$ cat config.mk
export PLATFORM = sky130hd
export DESIGN_NAME = envelope_shaper_flat
export DESIGN_NICKNAME = d
export VERILOG_FILES = /design/src/rtl/envelope_shaper_if.sv /design/src/rtl/envelope_shaper.sv /design/src/flat_wrapper.sv
export SDC_FILE = /design/constraint.sdc
export NUM_CORES = 1
export LEC_CHECK = 0
export CELL_PAD_IN_SITES_DETAIL_PLACEMENT = 1
export CELL_PAD_IN_SITES_GLOBAL_PLACEMENT = 1
export CORE_MARGIN = 1
export CORE_UTILIZATION = 30
export DETAILED_ROUTE_END_ITERATION = 6
export GPL_ROUTABILITY_DRIVEN = 0
export GPL_TIMING_DRIVEN = 0
export PLACE_DENSITY = 0.66
export SLEW_MARGIN = 20
export SYNTH_ARGS = -nofsm -noshare
export SYNTH_HDL_FRONTEND = slang
export SYNTH_SLANG_ARGS = --single-unit
$ cat constraint.sdc
create_clock -name clk -period 5 [get_ports clk]
set_input_delay 0.5 -clock clk [delete_from_list [all_inputs] [get_ports clk]]
set_output_delay 0.5 -clock clk [all_outputs]
set_load 0.1 [all_outputs]
$ cat src/rtl/envelope_shaper_if.sv
// Sample stream and ADSR control bundle between the note player, sine reader,
// envelope shaper and the codec/mixer.
interface envelope_shaper_if #(
    parameter int SAMPLE_WIDTH = 16
);
    logic                           note_on;
    logic [7:0]                     attack_step;
    logic [7:0]                     decay_step;
    logic [7:0]                     sustain_level;
    logic [7:0]                     release_step;
    logic signed [SAMPLE_WIDTH-1:0] sample_in;
    logic                           sample_in_ready;
    logic signed [SAMPLE_WIDTH-1:0] sample_out;
    logic                           sample_out_ready;
    logic [7:0]                     env;
    logic                           active;

    modport master (
        output note_on, attack_step, decay_step, sustain_level, release_step,
        output sample_in, sample_in_ready,
        input  sample_out, sample_out_ready, env, active
    );

    modport slave (
        input  note_on, attack_step, decay_step, sustain_level, release_step,
        input  sample_in, sample_in_ready,
        output sample_out, sample_out_ready, env, active
    );
endinterface

$ cat src/rtl/envelope_shaper.sv
// ADSR amplitude envelope applied to a signed sample stream; the envelope
// advances once per input sample tick and the scaling datapath is two stages.
module envelope_shaper #(
    parameter int SAMPLE_WIDTH = 16
) (
    input  logic             clk,
    input  logic             reset,
    envelope_shaper_if.slave bus
);
    localparam int PROD_W = SAMPLE_WIDTH + 9;

    typedef enum logic [2:0] {
        S_IDLE, S_ATTACK, S_DECAY, S_SUSTAIN, S_RELEASE
    } state_t;

    state_t r_state, w_state_edge, w_state_next;
    logic [7:0] r_env, w_env_next;
    logic r_note_prev, r_active;
    logic w_tick, w_rise, w_fall;
    logic [8:0] w_sum, w_diff_dec, w_diff_rel;
    logic signed [PROD_W-1:0] w_smp_ext, w_env_ext, w_prod, r_prod_p1;
    logic r_vld_p1, r_vld_p2;
    logic signed [SAMPLE_WIDTH-1:0] r_out_p2;

    // Product >>> 8 (floor), clamped to the output range as a guard.
    function automatic logic signed [SAMPLE_WIDTH-1:0] scale_shift(
        input logic signed [PROD_W-1:0] p
    );
        logic signed [PROD_W-1:0] s, lim_hi, lim_lo;
        s      = p >>> 8;
        lim_hi = {{(PROD_W-SAMPLE_WIDTH+1){1'b0}}, {(SAMPLE_WIDTH-1){1'b1}}};
        lim_lo = ~lim_hi;
        if (s > lim_hi)      return lim_hi[SAMPLE_WIDTH-1:0];
        else if (s < lim_lo) return lim_lo[SAMPLE_WIDTH-1:0];
        else                 return s[SAMPLE_WIDTH-1:0];
    endfunction

    assign w_tick     = bus.sample_in_ready;
    assign w_sum      = {1'b0, r_env} + {1'b0, bus.attack_step};
    assign w_diff_dec = {1'b0, r_env} - {1'b0, bus.decay_step};
    assign w_diff_rel = {1'b0, r_env} - {1'b0, bus.release_step};

    always_comb begin
        w_rise       = bus.note_on & ~r_note_prev;
        w_fall       = ~bus.note_on & r_note_prev;
        w_state_edge = r_state;
        if (w_rise)
            w_state_edge = S_ATTACK;
        else if (w_fall && r_state != S_IDLE && r_state != S_RELEASE)
            w_state_edge = S_RELEASE;

        // Tick arithmetic runs on the post-edge state.
        w_state_next = w_state_edge;
        w_env_next   = r_env;
        if (w_tick) begin
            case (w_state_edge)
                S_ATTACK: begin
                    if (bus.attack_step == 8'd0 || w_sum >= 9'd255) begin
                        w_env_next   = 8'd255;
                        w_state_next = S_DECAY;
                    end else begin
                        w_env_next = w_sum[7:0];
                    end
                end
                S_DECAY: begin
                    if (bus.decay_step == 8'd0 || r_env <= bus.sustain_level ||
                        w_diff_dec[8] || w_diff_dec[7:0] <= bus.sustain_level) begin
                        w_env_next   = bus.sustain_level;
                        w_state_next = S_SUSTAIN;
                    end else begin
                        w_env_next = w_diff_dec[7:0];
                    end
                end
                S_SUSTAIN: w_env_next = bus.sustain_level;
                S_RELEASE: begin
                    if (bus.release_step == 8'd0 || w_diff_rel[8] ||
                        w_diff_rel[7:0] == 8'd0) begin
                        w_env_next   = 8'd0;
                        w_state_next = S_IDLE;
                    end else begin
                        w_env_next = w_diff_rel[7:0];
                    end
                end
                default: w_env_next = 8'd0;
            endcase
        end
    end

    // Stage 1: sample times zero-extended envelope (pre-update value)
    assign w_smp_ext = {{9{bus.sample_in[SAMPLE_WIDTH-1]}}, bus.sample_in};
    assign w_env_ext = {{(PROD_W-8){1'b0}}, r_env};
    assign w_prod    = w_smp_ext * w_env_ext;

    always_ff @(posedge clk) begin
        if (w_tick) r_prod_p1 <= w_prod;
    end

    always_ff @(posedge clk or posedge reset) begin
        if (reset) begin
            r_state     <= S_IDLE;
            r_env       <= 8'd0;
            r_note_prev <= 1'b0;
            r_active    <= 1'b0;
            r_vld_p1    <= 1'b0;
            r_vld_p2    <= 1'b0;
            r_out_p2    <= '0;
        end else begin
            r_state     <= w_state_next;
            r_env       <= w_env_next;
            r_note_prev <= bus.note_on;
            r_active    <= (w_state_next != S_IDLE);
            r_vld_p1    <= w_tick;
            // Stage 2: scaled output, held between pulses
            r_vld_p2    <= r_vld_p1;
            if (r_vld_p1) r_out_p2 <= scale_shift(r_prod_p1);
        end
    end

    assign bus.sample_out       = r_out_p2;
    assign bus.sample_out_ready = r_vld_p2;
    assign bus.env              = r_env;
    assign bus.active           = r_active;
endmodule

$ cat src/flat_wrapper.sv
// flat-port wrapper written by rule: the top's interface ports become plain ports
module envelope_shaper_flat 
#(
    parameter int SAMPLE_WIDTH = 16
)
  (clk, reset, bus_note_on, bus_attack_step, bus_decay_step, bus_sustain_level, bus_release_step, bus_sample_in, bus_sample_in_ready, bus_sample_out, bus_sample_out_ready, bus_env, bus_active);
  envelope_shaper_if #(.SAMPLE_WIDTH(SAMPLE_WIDTH)) bus_i ();
  input  logic clk;
  input  logic reset;
  input wire logic [$bits(bus_i.note_on)-1:0] bus_note_on;
  input wire logic [$bits(bus_i.attack_step)-1:0] bus_attack_step;
  input wire logic [$bits(bus_i.decay_step)-1:0] bus_decay_step;
  input wire logic [$bits(bus_i.sustain_level)-1:0] bus_sustain_level;
  input wire logic [$bits(bus_i.release_step)-1:0] bus_release_step;
  input wire logic [$bits(bus_i.sample_in)-1:0] bus_sample_in;
  input wire logic [$bits(bus_i.sample_in_ready)-1:0] bus_sample_in_ready;
  output wire logic [$bits(bus_i.sample_out)-1:0] bus_sample_out;
  output wire logic [$bits(bus_i.sample_out_ready)-1:0] bus_sample_out_ready;
  output wire logic [$bits(bus_i.env)-1:0] bus_env;
  output wire logic [$bits(bus_i.active)-1:0] bus_active;
  assign bus_i.note_on = bus_note_on;
  assign bus_i.attack_step = bus_attack_step;
  assign bus_i.decay_step = bus_decay_step;
  assign bus_i.sustain_level = bus_sustain_level;
  assign bus_i.release_step = bus_release_step;
  assign bus_i.sample_in = bus_sample_in;
  assign bus_i.sample_in_ready = bus_sample_in_ready;
  assign bus_sample_out = bus_i.sample_out;
  assign bus_sample_out_ready = bus_i.sample_out_ready;
  assign bus_env = bus_i.env;
  assign bus_active = bus_i.active;
  envelope_shaper #(.SAMPLE_WIDTH(SAMPLE_WIDTH)) u_core (.clk(clk), .reset(reset), .bus(bus_i));
endmodule
Word-level counts from Yosys, hierarchy flattened
Index checks and enable logic that the tools add are counted.
{"block": "op_classes", "n_lt_le_gt_ge": 5, "n_mux": 13, "eq_ne": 5, "reduce_logical": 14, "multipliers": 1, "div_mod_pow": 0, "bitwise_logic": 4, "shifts": 0, "n_addsub": 3}
{"op": "logical NOT 8 bit", "count": 4}
{"op": "two-way mux 16 bit", "count": 2}
{"op": "case mux 8 bit (4 select lines)", "count": 1}
{"op": "multiplier 16 x 9 -> 25 bit", "count": 1}
{"op": "two-way mux 8 bit", "count": 3}
{"op": "two-way mux 3 bit", "count": 6}
{"op": "subtractor 8 x 8 -> 9 bit", "count": 2}
{"op": "greater-than comparator 17 x 16 -> 1 bit, second input constant", "count": 1}
{"op": "less-than comparator 17 x 16 -> 1 bit, second input constant", "count": 1}
{"op": "less-or-equal comparator 8 bit", "count": 2}
{"op": "adder 8 x 8 -> 9 bit", "count": 1}
{"op": ">= comparator 9 x 8 -> 1 bit, second input constant", "count": 1}
{"op": "case mux 3 bit (3 select lines)", "count": 1}
{"op": "== test 3 x 2 -> 1 bit, second input constant", "count": 2}
{"op": "logical OR 1 bit", "count": 6}
{"op": "nonzero test 3 bit", "count": 2}
{"op": "== test 3 x 1 -> 1 bit, second input constant", "count": 1}
{"op": "== test 3 bit, second input constant", "count": 1}
{"op": "inequality test 3 bit, second input constant", "count": 1}
{"op": "AND 1 bit", "count": 2}
{"op": "logical AND 1 bit", "count": 2}
{"op": "NOT 1 bit", "count": 2}
{"block": "totals", "output_inout_bits": 26, "latch_bits": 0, "n_memories": 0, "romBits": 0, "mem_bits_rw": 0, "input_bits": 52, "reg_bits": 56}

Depth between registers and ports, before layout
{"block": "depth", "word_depth": 10, "depth_mapped": 20, "mapped_depth_nobuf": 19}

Worst setup path after synthesis
Ideal clock, no wire load.
{"block": "synth_timing", "path_kind": "flip-flop to flip-flop", "startpoint": "register u_core.r_env[1], in the netlist u_core.bus.env[1]", "endpoint": "register u_core.r_prod_p1[23] (data pin)", "arrival_ns": 5.743, "slack_ns": -1.000, "setup_ns": 0.258, "path_stages_with_launch": 21, "t_required_ns": 4.742, "path_cell_list": "dfrtp_1 -> buf_4 -> clkbuf_1 -> nand2_1 -> fa_1 -> inv_1 -> fa_1 -> fa_1 -> inv_1 -> fa_1 -> inv_1 -> ha_1 -> a21o_1 -> a21oi_1 -> nand3_2 -> o31a_4 -> a31oi_4 -> o21ai_4 -> a211o_2 -> a21oi_2 -> xnor2_1"}
{"block": "synth_via", "elab_chain_len": 1}
{"item": "from (decl)", "line": "envelope_shaper.sv:17", "rtl": "logic [7:0] r_env, w_env_next;"}
{"item": "from (signal assigned)", "line": "envelope_shaper.sv:109", "rtl": "r_env <= w_env_next;"}
{"item": "multiplier 16 x 9 -> 25 bit", "line": "envelope_shaper.sv:92", "rtl": "assign w_prod = w_smp_ext * w_env_ext;"}
{"item": "via u_core.w_prod[23]", "line": "envelope_shaper.sv:21", "rtl": "logic signed [PROD_W-1:0] w_smp_ext, w_env_ext, w_prod, r_prod_p1;"}
{"item": "to (signal assigned)", "line": "envelope_shaper.sv:95", "rtl": "if (w_tick) r_prod_p1 <= w_prod;"}
{"item": "to (decl)", "line": "envelope_shaper.sv:21"}
The timed path passes the listed nets, and every way through them passes these cells.
A chain may end at the register's enable or synchronous reset.

Final worst setup path
{"block": "layout_timing", "startpoint": "register u_core.r_env[3], in the netlist u_core.bus.env[3]", "endpoint": "register u_core.r_prod_p1[23] (data pin)"}
Same word-level chain as after synthesis.

==> implementation parameters <==
Parameter                              Value

Layout
  Design Area, Final    approximately 0.01 mm^2
  Final antenna diode count    0
  Nets@finish    between 1000 and 1500
  Share of layout cells above drive strength 1    under 10%
  Area added between synthesis and finish    22.9%
  Leading cell type in the layout, fill and taps excluded    sky130_fd_sc_hd__inv_1
  Area taken by flip-flops and latches    0.00131 mm^2
  Multi-input combinational cell area    ~0.0059 mm^2
  Final Core Density    37.4%
  Fill cells    approximately 3100
  Commonest cells after routing, fill and taps aside    201 x sky130_fd_sc_hd__inv_1, 100 x sky130_fd_sc_hd__fa_1, 82 x sky130_fd_sc_hd__ha_1, 80 x sky130_fd_sc_hd__nand2_1, 61 x sky130_fd_sc_hd__clkdlybuf4s50_1

STA
  Ratio of final minimum period to clock period    101%
  Worst Tran Pin Value    ~1 ns
  Smallest hold slack    roughly 0.42 ns
  Crit path time final    just over 5 ns
  Worst setup margin    -0.0458 ns
  Max transition margin    ~34%
  Total setup violations reported at the end of the flow    3
  Final-report max-slew violation count    0
  Worst clock skew    between 0.002 and 0.003 ns
  Setup repair after global routing missed its margin    true
  Number of hold violations in the final report    0
  Setup_tns    -0.0858 ns
  Top achievable clock speed    198 MHz

Routing
  Detailed route wirelength on metal3    539 um
  Routed length on met2    between 10000 and 15000 um
  Total via count in the routed design    roughly 6400
  Violation count after the first detailed-routing iteration    about 250
  Post-Route M1 WL    around 10000 um
  Count of nets left with antenna violations after detail routing    0
  Detailed Route WL    around 22000 um
  Vias per std cell    between 4 and 5
  Highest routed metal layer    met4
  Number of design rule violations left after detail routing    0
  Detailed-route wire length per cell    approximately 16 um
  First-pass iteration count of the detailed router    5

Status
  Violations in the final reports    negative setup slack
  Status    finished, violations left

Hold path
  Startpoint of the most critical hold path    u_core.r_vld_p1$_DFF_PP0_
  Type of the most critical hold path    reg -> reg

GRT
  Via count of the first global-routing pass    roughly 6800
  Grt ovf    0
  All-Layer GR Usage    between 10% and 20%
  Maximum number of pins on one net before global-route repair    32
  First-pass GRT wire length    ~36000 um
  Initial antenna violation count    0

Power
  Worst vdd rail ir drop    between 0.0003 and 0.0004 V
  Switch Pwr    roughly 0.0037 W
  Share of total power in the clock network    5.2%
  Power density cells    around 720 mW/mm^2
  Sequential cell fraction of total power    about an eighth
  Static leakage    around 4.8 nW
  Switching share of power    a little over half
  Power consumption    0.00696 W
  Internal cell power    0.00326 W
  Gate power share    between 80% and 90%

Clock tree
  CTS root buf    sky130_fd_sc_hd__clkbuf_16
  Clock Latency Late Sink    0.29 ns
  Number of levels in the clock H-tree    2
  Clock net sink count    48
  Clock tree from TritonCTS    built
  Clk pin slew, worst setup/hold paths    roughly 0.07 ns
  TritonCTS Buffers    5
  Buffers from clock root to sink, at most    2

Placed design
  Total half-perimeter wirelength after legalization and detailed placement    17100 um
  Buffers on Ports    77
  Standard cell area after detailed placement    between 0.009 and 0.01 mm^2

Setup path
  Cell at the slowest stage of the critical path    sky130_fd_sc_hd__fa_1
  Worst path top cell family by delay    adder cells
  Cell breakdown of the critical path    buf_6 > and2_4 > fa_1 > fa_2 > fa_1 > inv_1 > fa_1 > inv_2 > ha_4 > a21o_1 > a21oi_2 > nand3_4 > o31a_4 > a31oi_4 > o21ai_4 > a211o_4 > a21oi_2 > xnor2_1
  CP max FO    4
  CP dominant cell by count    sky130_fd_sc_hd__fa_1
  CP Class    reg -> reg
  Worst Path Arrival    5.10 ns
  Worst path buffer plus inverter count    3
  Startpoint types    register
  Largest stage delay on the critical path    0.58 ns
  Endpoint type of the worst setup path    register
  Crit path from    u_core.bus.env[3]$_DFFE_PP0P_
  Reg-to-reg startpoint    u_core.bus.env[3]$_DFFE_PP0P_
  Req. time, crit path    5.05 ns

Floorplan
  Die span in x    164 um
  Cell row count    between 50 and 60
  Starting density of the core    roughly 30%
  I/O pin total    between 70 and 80
  Core area    about 0.026 mm^2
  Die footprint    about 0.027 mm^2
  Die Y    ~160 um

Logic synthesis
  Fraction of the yosys area taken by sequential cells    approximately 16%
  Total of warnings raised by yosys    0
  Synthesized instance count    891
  Ys flop type    sky130_fd_sc_hd__dfrtp_1
  Distinct cell type count after synthesis    between 50 and 60
  Post-synthesis register bit count    48
  Cell type with the largest total area after synthesis    sky130_fd_sc_hd__fa_1
  Net count after synthesis    1133
  Proportion of netlist area held by the largest area contributor    about a quarter
  Mean Syn Cell Area    ~8.9 um^2
  Fraction of registers with async set or reset after synthesis    64.6%
  Count of flip-flops with a built-in enable after synthesis    17
  Most area-consuming cells after synthesis    sky130_fd_sc_hd__fa_1 26%, sky130_fd_sc_hd__ha_1 14%, sky130_fd_sc_hd__dfrtp_1 9.8%
  Cell Area, Synth    ~0.008 mm^2

Job
  Max-capacitance violation count    0
==> per-layer routing <==
metal / GRT usage (%) / up-vias
met5: 0 / -
met1: 23.9 / 3293
met3: 1.23 / 19
li1: - / 3059
met4: 3.63 / 0
met2: 28.4 / 77
==> kinds of logic (layout without fill, tap and decap cells) <==
group	Yosys count	count (layout)	share of synthesized area, %
multiplexers	9	9	1.25
XOR/XNOR	32	32	3.54
adder cells (fa/ha/maj)	193	193	40.3
buffers and inverters	226	333	10.8
AND/OR/NAND/NOR	237	237	15.3
flip-flops	48	48	16.2
AO/OA/AOI/OAI	146	146	12.5
==> power by group through the flow <==
stage	logic, W	registers, W	clock network (W)
after floorplan	0.00354	0.00153	0
after global placement	0.00525	0.000948	0
after detailed placement	0.00540	0.000953	0
after CTS	0.00577	0.000868	0.000370
after global routing	0.00645	0.000890	0.000382
final	0.00573	0.000868	0.000360
==> cell type report <==
| cell class | count | area share, % |
|---|---|---|
| clock inverter | 2 | 0.141 |
| tap | 335 | 4.31 |
| multi-input combinational | 617 | 60.8 |
| sequential | 48 | 13.5 |
| inverter | 204 | 7.87 |
| clock buffer | 6 | 1.43 |
| timing repair buffer | 102 | 9.99 |
| buffer | 19 | 1.95 |
==> registers in the layout (all words and copies together) (netlist names) <==
| name | flops |
|---|---|
| u_core.r_prod_p1 | 17 |
| u_core.bus.env | 8 |
| u_core.r_vld_p1 | 1 |
| u_core.bus.sample_out_ready | 1 |
| u_core.r_state | 3 |
| u_core.bus.sample_out | 16 |
| u_core.bus.active | 1 |
| u_core.r_note_prev | 1 |
==> synthesized netlist by cell type (15+ instances only) <==
master,count
sky130_fd_sc_hd__inv_1,203
sky130_fd_sc_hd__fa_1,104
sky130_fd_sc_hd__ha_1,86
sky130_fd_sc_hd__nand2_1,85
sky130_fd_sc_hd__and2_1,58
sky130_fd_sc_hd__a21oi_1,36
sky130_fd_sc_hd__dfrtp_1,31
sky130_fd_sc_hd__nor2_1,28
sky130_fd_sc_hd__o21ai_0,27
sky130_fd_sc_hd__xnor2_1,23
sky130_fd_sc_hd__clkbuf_1,19
sky130_fd_sc_hd__edfxtp_1,17
sky130_fd_sc_hd__nor2b_1,16
sky130_fd_sc_hd__o211ai_1,16
sky130_fd_sc_hd__a21o_1,15
==> what timing repair did <==
| item | CTS | global route |
|---|---|---|
| buffers inserted | 20 | 5 |
| pin swaps | 16 | 11 |
| endpoints found under the setup margin | 13 | 8 |
| hold buffers | 0 | 0 |
| resized for setup | 49 | 15 |
==> path summary, 6_finish.rpt <==
path                                                          to  slack [ns]  cells past startpoint
max in group asynchronous          u_core.bus.env[2]$_DFFE_PP0P_        3.76                      2
min in group asynchronous   u_core.bus.sample_out[1]$_DFFE_PP0P_        0.67                      2
setup / recovery                  u_core.r_prod_p1[23]$_DFFE_PP_       -0.05                     18
hold / removal             u_core.bus.sample_out_ready$_DFF_PP0_        0.42                      0
hold reg to reg            u_core.bus.sample_out_ready$_DFF_PP0_        0.42                      0
setup reg to reg                  u_core.r_prod_p1[23]$_DFFE_PP_       -0.05                     18
==> metrics by stage <==
stage	worst slack, ns	std cells
after floorplan	-0.162	891
after global placement	-0.884	1303
after detailed placement	-0.901	1303
after CTS	-0.113	1328
after global routing	-0.207	1333
final	-0.0458	1333
Note: power is estimated with default switching activity, not from simulation.
